**src/rtl/if_stage_pc_reg.sv**
```systemverilog
`default_nettype none
// +-----------------------------------------------------------------------------+
// | Module      : if_stage_pc_reg                                               |
// | Description : Fetch-stage PC register and IF/ID pipeline register with      |
// |               stall, exception flush, eret squash and fetch fault detection.|
// |               Optional perf counters enabled by macro IF_PERF_CNT_EN.       |
// | Revision    : 1.0 - initial release                                         |
// +-----------------------------------------------------------------------------+
module if_stage_pc_reg #(
    parameter logic [31:0] RESET_PC  = 32'h0000_3000,
    parameter logic [31:0] IM_BASE   = 32'h0000_3000,
    parameter logic [31:0] IM_LAST   = 32'h0000_6FFC,
    parameter logic [31:0] EXC_ENTRY = 32'h0000_4180
) (
    input  logic        clk,
    input  logic        reset,
    input  logic [31:0] next_PC,
    input  logic [31:0] InstrF,
    input  logic        stall,
    input  logic        Req,
    input  logic        eretD,
    input  logic        BDIn,
    output logic [31:0] PCF,
    output logic [31:0] PCD,
    output logic [31:0] InstrD,
    output logic        BDD,
    output logic [4:0]  ExcCodeD
`ifdef IF_PERF_CNT_EN
    ,
    output logic [31:0] stall_cnt,
    output logic [31:0] flush_cnt
`endif
);

    localparam logic [4:0]  c_EXC_NONE = 5'd0;
    localparam logic [4:0]  c_EXC_ADEL = 5'd4;
    localparam logic [31:0] c_NOP      = 32'h0000_0000;

    logic [31:0] r_pcf;
    logic [31:0] r_pcd;
    logic [31:0] r_instr_d;
    logic        r_bd_d;
    logic [4:0]  r_exc_d;

    logic [31:0] w_pcf_nxt;
    logic [31:0] w_pcd_nxt;
    logic [31:0] w_instr_d_nxt;
    logic        w_bd_d_nxt;
    logic [4:0]  w_exc_d_nxt;
    logic        w_fault;

    // Misaligned or outside the instruction memory window raises AdEL.
    assign w_fault = (r_pcf[1:0] != 2'b00) || (r_pcf < IM_BASE) || (r_pcf > IM_LAST);

    always_comb begin
        w_pcf_nxt     = r_pcf;
        w_pcd_nxt     = r_pcd;
        w_instr_d_nxt = r_instr_d;
        w_bd_d_nxt    = r_bd_d;
        w_exc_d_nxt   = r_exc_d;
        if (Req) begin
            w_pcf_nxt     = next_PC;
            w_pcd_nxt     = EXC_ENTRY;
            w_instr_d_nxt = c_NOP;
            w_bd_d_nxt    = 1'b0;
            w_exc_d_nxt   = c_EXC_NONE;
        end else if (stall) begin
            // Hold everything; a pending eret is picked up once the stall drops.
            w_pcf_nxt     = r_pcf;
        end else if (eretD) begin
            w_pcf_nxt     = next_PC;
            w_pcd_nxt     = r_pcf;
            w_instr_d_nxt = c_NOP;
            w_bd_d_nxt    = 1'b0;
            w_exc_d_nxt   = c_EXC_NONE;
        end else begin
            w_pcf_nxt     = next_PC;
            w_pcd_nxt     = r_pcf;
            w_bd_d_nxt    = BDIn;
            w_instr_d_nxt = w_fault ? c_NOP : InstrF;
            w_exc_d_nxt   = w_fault ? c_EXC_ADEL : c_EXC_NONE;
        end
    end

    always_ff @(posedge clk or posedge reset) begin
        if (reset) begin
            r_pcf     <= RESET_PC;
            r_pcd     <= 32'h0000_0000;
            r_instr_d <= c_NOP;
            r_bd_d    <= 1'b0;
            r_exc_d   <= c_EXC_NONE;
        end else begin
            r_pcf     <= w_pcf_nxt;
            r_pcd     <= w_pcd_nxt;
            r_instr_d <= w_instr_d_nxt;
            r_bd_d    <= w_bd_d_nxt;
            r_exc_d   <= w_exc_d_nxt;
        end
    end

    assign PCF      = r_pcf;
    assign PCD      = r_pcd;
    assign InstrD   = r_instr_d;
    assign BDD      = r_bd_d;
    assign ExcCodeD = r_exc_d;

`ifdef IF_PERF_CNT_EN
    logic [31:0] r_stall_cnt;
    logic [31:0] r_flush_cnt;
    logic        w_stall_evt;
    logic        w_flush_evt;

    assign w_stall_evt = stall & ~Req;
    assign w_flush_evt = Req | (eretD & ~stall);

    // Counters saturate instead of wrapping.
    always_ff @(posedge clk or posedge reset) begin
        if (reset) begin
            r_stall_cnt <= 32'h0000_0000;
            r_flush_cnt <= 32'h0000_0000;
        end else begin
            if (w_stall_evt && (r_stall_cnt != 32'hFFFF_FFFF))
                r_stall_cnt <= r_stall_cnt + 32'd1;
            if (w_flush_evt && (r_flush_cnt != 32'hFFFF_FFFF))
                r_flush_cnt <= r_flush_cnt + 32'd1;
        end
    end

    assign stall_cnt = r_stall_cnt;
    assign flush_cnt = r_flush_cnt;
`endif

endmodule
`default_nettype wire

```
**config.mk**
```make
export PLATFORM = sky130hd
export DESIGN_NAME = if_stage_pc_reg
export DESIGN_NICKNAME = d
export VERILOG_FILES = /design/src/rtl/if_stage_pc_reg.sv
export SDC_FILE = /design/constraint.sdc
export NUM_CORES = 1
export LEC_CHECK = 0
export CORE_ASPECT_RATIO = 1.2
export CORE_MARGIN = 5
export CORE_UTILIZATION = 42
export CTS_CLUSTER_DIAMETER = 30
export DETAILED_ROUTE_END_ITERATION = 7
export HOLD_SLACK_MARGIN = 0.1
export PLACE_DENSITY = 0.8
export SLEW_MARGIN = 20
export SYNTH_ARGS = -nofsm -noshare
export SYNTH_HDL_FRONTEND = slang
export SYNTH_SLANG_ARGS = --single-unit
```
**constraint.sdc**
```tcl
create_clock -name clk -period 4.55 [get_ports clk]
set_input_delay 0.91 -clock clk [delete_from_list [all_inputs] [get_ports clk]]
set_output_delay 0.91 -clock clk [all_outputs]
set_load 0.005 [all_outputs]
```
==> reports/qor.csv <==
metric,value,unit
DRC,0,
unrepaired setup endpoints after global routing,false,
Worst path depth,6,
"Min Clock Period, post-route",2.60,ns
Worst IR Drop VDD,0.199,mV
first-pass GRT wire length,15800,um
CP most frequent cell,buf_4,
DIE HEIGHT,114,um
# rows,38,
cts hold-fix bufs,0,
Total GRT Usage,18.1,%
HP Start,ExcCodeD[2],
Final Hold Fails,0,
Sw Share,22.0,%
DRT antenna net count,0,
CP max FO,34,
fmax,384,MHz
final clock period utilization by the worst path,57.2,%
worst r2r dst,InstrD[16],
CTS Buf Count,9,
main flop type after synthesis,dfrtp_1,
gp weighted congestion,0.754,
reg2reg start,PCF[27],
DP Wirelength,7220,um
diode count,0,
Clock Skew,0.0120,ns
WHS Endpoint,ExcCodeD[2],
post-synthesis sequential area ratio,64.4,%
IO Port Bufs,167,
Synth Area per Inst,14.3,um^2
deepest clock path buffer count,2,
Worst Path Arrival,2.89,ns
crit start category,primary input,
CTS root buffer,clkbuf_8,
Die ar.,11100,um^2
reg2reg path depth,5,
via/cell ratio,4.89,
LEAKAGE,0.00258,uW
Required @ worst endpoint,4.84,ns
worst hold stages,2,
Skew-Pair Late Insertion Delay,0.35,ns
Yosys warnings,0,
CP Buf/Inv Count,3,
chip width,97.0,um
library cells used by synthesis,25,
share of flip-flops with an asynchronous set or reset,100,%
Worst setup EP type,register,
max_slew headroom,39.1,%
largest net degree at the start of global routing,93,
CP peak stage delay,0.48,ns
Seq pwr share,50.3,%
Post-synth EDFFs,0,
Setup Buffers After CTS,0,
nets@finish,502,
total power,1890,uW
Least-Margin Pin Slew,0.912,ns
DR iter-0 viols,113,
largest cells by area after synthesis,"dfrtp_1 63%, mux2_1 9.5%, mux2i_1 7.6%",
critical path cell sequence,"clkdlybuf4s50_1, buf_4, or3_4, nor4_4, buf_4, a22o_1",
setup TNS,0,ns
Hold Path Class,register to register,
Post-Syn Area,3810,um^2
pre-CTS setup slack,1.56,ns
r2r setup slk,2.55,ns
initial antenna violation count,0,
status,finished clean,
switching power,416,uW
post_cts resized,0,
share of Yosys cell area claimed by the top area cell type,63.0,%
CTS tree,yes,
slowest CP cell,clkdlybuf4s50_1,
wire per inst,17.9,um
Initial Util,42.6,%
CP Class,primary input to register,
H-tree Lvls,3,
Finished Layout Cells,557,
Ports,172,
number of synthesized register bits,98,
core area,8940,um^2
Comb power frac,13.8,%
post-route setup slack,1.95,ns
CTS Sinks,98,
Pins Over Slew Limit,0,
Clock Pin Slew Worst Setup and Hold Paths,0.08,ns
Power Density,325,nW/um^2
global route overflow,0,
layout cell share with drive strength beyond 1,6.64,%
1st-pass router iterations,4,
gate count after technology mapping,267,
cell taking the most area after synthesis,dfrtp_1,
"Setup violations, final",0,
power share of the clock group,35.9,%
Pint,1470,uW
vias,2726,
"delay-heaviest family, CP",buffers and inverters,
synth-to-layout area growth,52.5,%
Max Cap Viol,0,
placed cells,541,
WL final,9950,um
vias in the first global route,2938,
## cell families (layout without fill, tap and decap cells)
group / Yosys count / count (layout) / share of synthesized area [%]
AOI/OAI and AO/OA: 39 / 39 / 8.86
DFF: 98 / 98 / 64.4
muxes: 61 / 61 / 17.1
other: 1 / 4 / 0.0984
and+or+nand+nor: 45 / 45 / 5.84
buffers and inverters: 23 / 190 / 3.71
## synthesized netlist by cell type, types with 4 or more instances
cell type / instances
a22o_1: 33
buf_2: 8
mux2_1: 32
mux2i_1: 29
buf_6: 4
clkbuf_1: 4
nor2_1: 29
buf_4: 4
nor2b_1: 4
nor4_1: 4
dfrtp_1: 96
## metal layers
| metal | GRT usage (%) | up-vias | wire (um) |
|---|---|---|---|
| met5 | 0 | - | 0 |
| met4 | 8.43 | 0 | 187 |
| met3 | 4.51 | 12 | 497 |
| met2 | 31.7 | 94 | 5240 |
| met1 | 20.9 | 1352 | 4020 |
| li1 | - | 1268 | - |
## tightest hold or removal path: stages, from the launching register on
cell	delay, ns
dfrtp_1	0.35
nand2_1	0.05
nand2_1	0.05
## per-stage QoR
step | util, % | hold slack [ns] | instance area [um^2]
5_1_grt | 65.0 | 0.521 | 5810
3_5_place_dp | 62.2 | 0.459 | 5560
2_1_floorplan | - | 0.463 | 3820
4_1_cts | 65.0 | 0.480 | 5810
3_3_place_gp | 62.2 | 0.457 | 5560
6_report | 65.0 | 0.476 | 5810
## area by class of cell
class	count	area, um^2
Clock inverter	5	100
Multi-Input combinational cell	149	1230
Clock buffer	11	151
Inverter	1	8.76
Tap cell	120	150
Sequential cell	98	2450
Fill cell	712	3130
Timing Repair Buffer	173	1710
## power groups by stage
| stage | Combinational, uW | Sequential [uW] | Clock, uW |
|---|---|---|---|
| 2_1_floorplan | 89.2 | 966 | 0 |
| 6_report | 260 | 951 | 679 |
| 3_3_place_gp | 259 | 967 | 0 |
| 3_5_place_dp | 264 | 968 | 0 |
| 4_1_cts | 265 | 951 | 701 |
| 5_1_grt | 282 | 958 | 734 |
## sequential cells by signal (all words and copies together) (netlist names)
register,count
BDD,1
ExcCodeD,1
InstrD,32
PCD,32
PCF,32
## worst max path at each step
stage,from,endpoint,slack (ns)
after floorplan,reset,BDD,1.08
after global placement,Req,PCF[17],1.65
after detailed placement,Req,PCF[17],1.56
after CTS,Req,PCF[17],1.95
after global routing,Req,PCF[14],1.86
final,Req,InstrD[16],1.95
## placed cells by master, fill, tap and decap left out, drive strengths merged
cell and count:
and3b 1, mux2 32, clkbuf 11, nor3 1, nand2 3, nor2 29, o211ai 1, dfstp 2
a22o 33, clkdlybuf4s50 166, a211o 3, inv 1, buf 7, o31ai 1, or3 2, bufinv 3
mux2i 29, nor2b 4, clkinv 2, nor4 5, conb 4, a21boi 1, dfrtp 96
No activity file was read; power rests on OpenSTA's default activity.
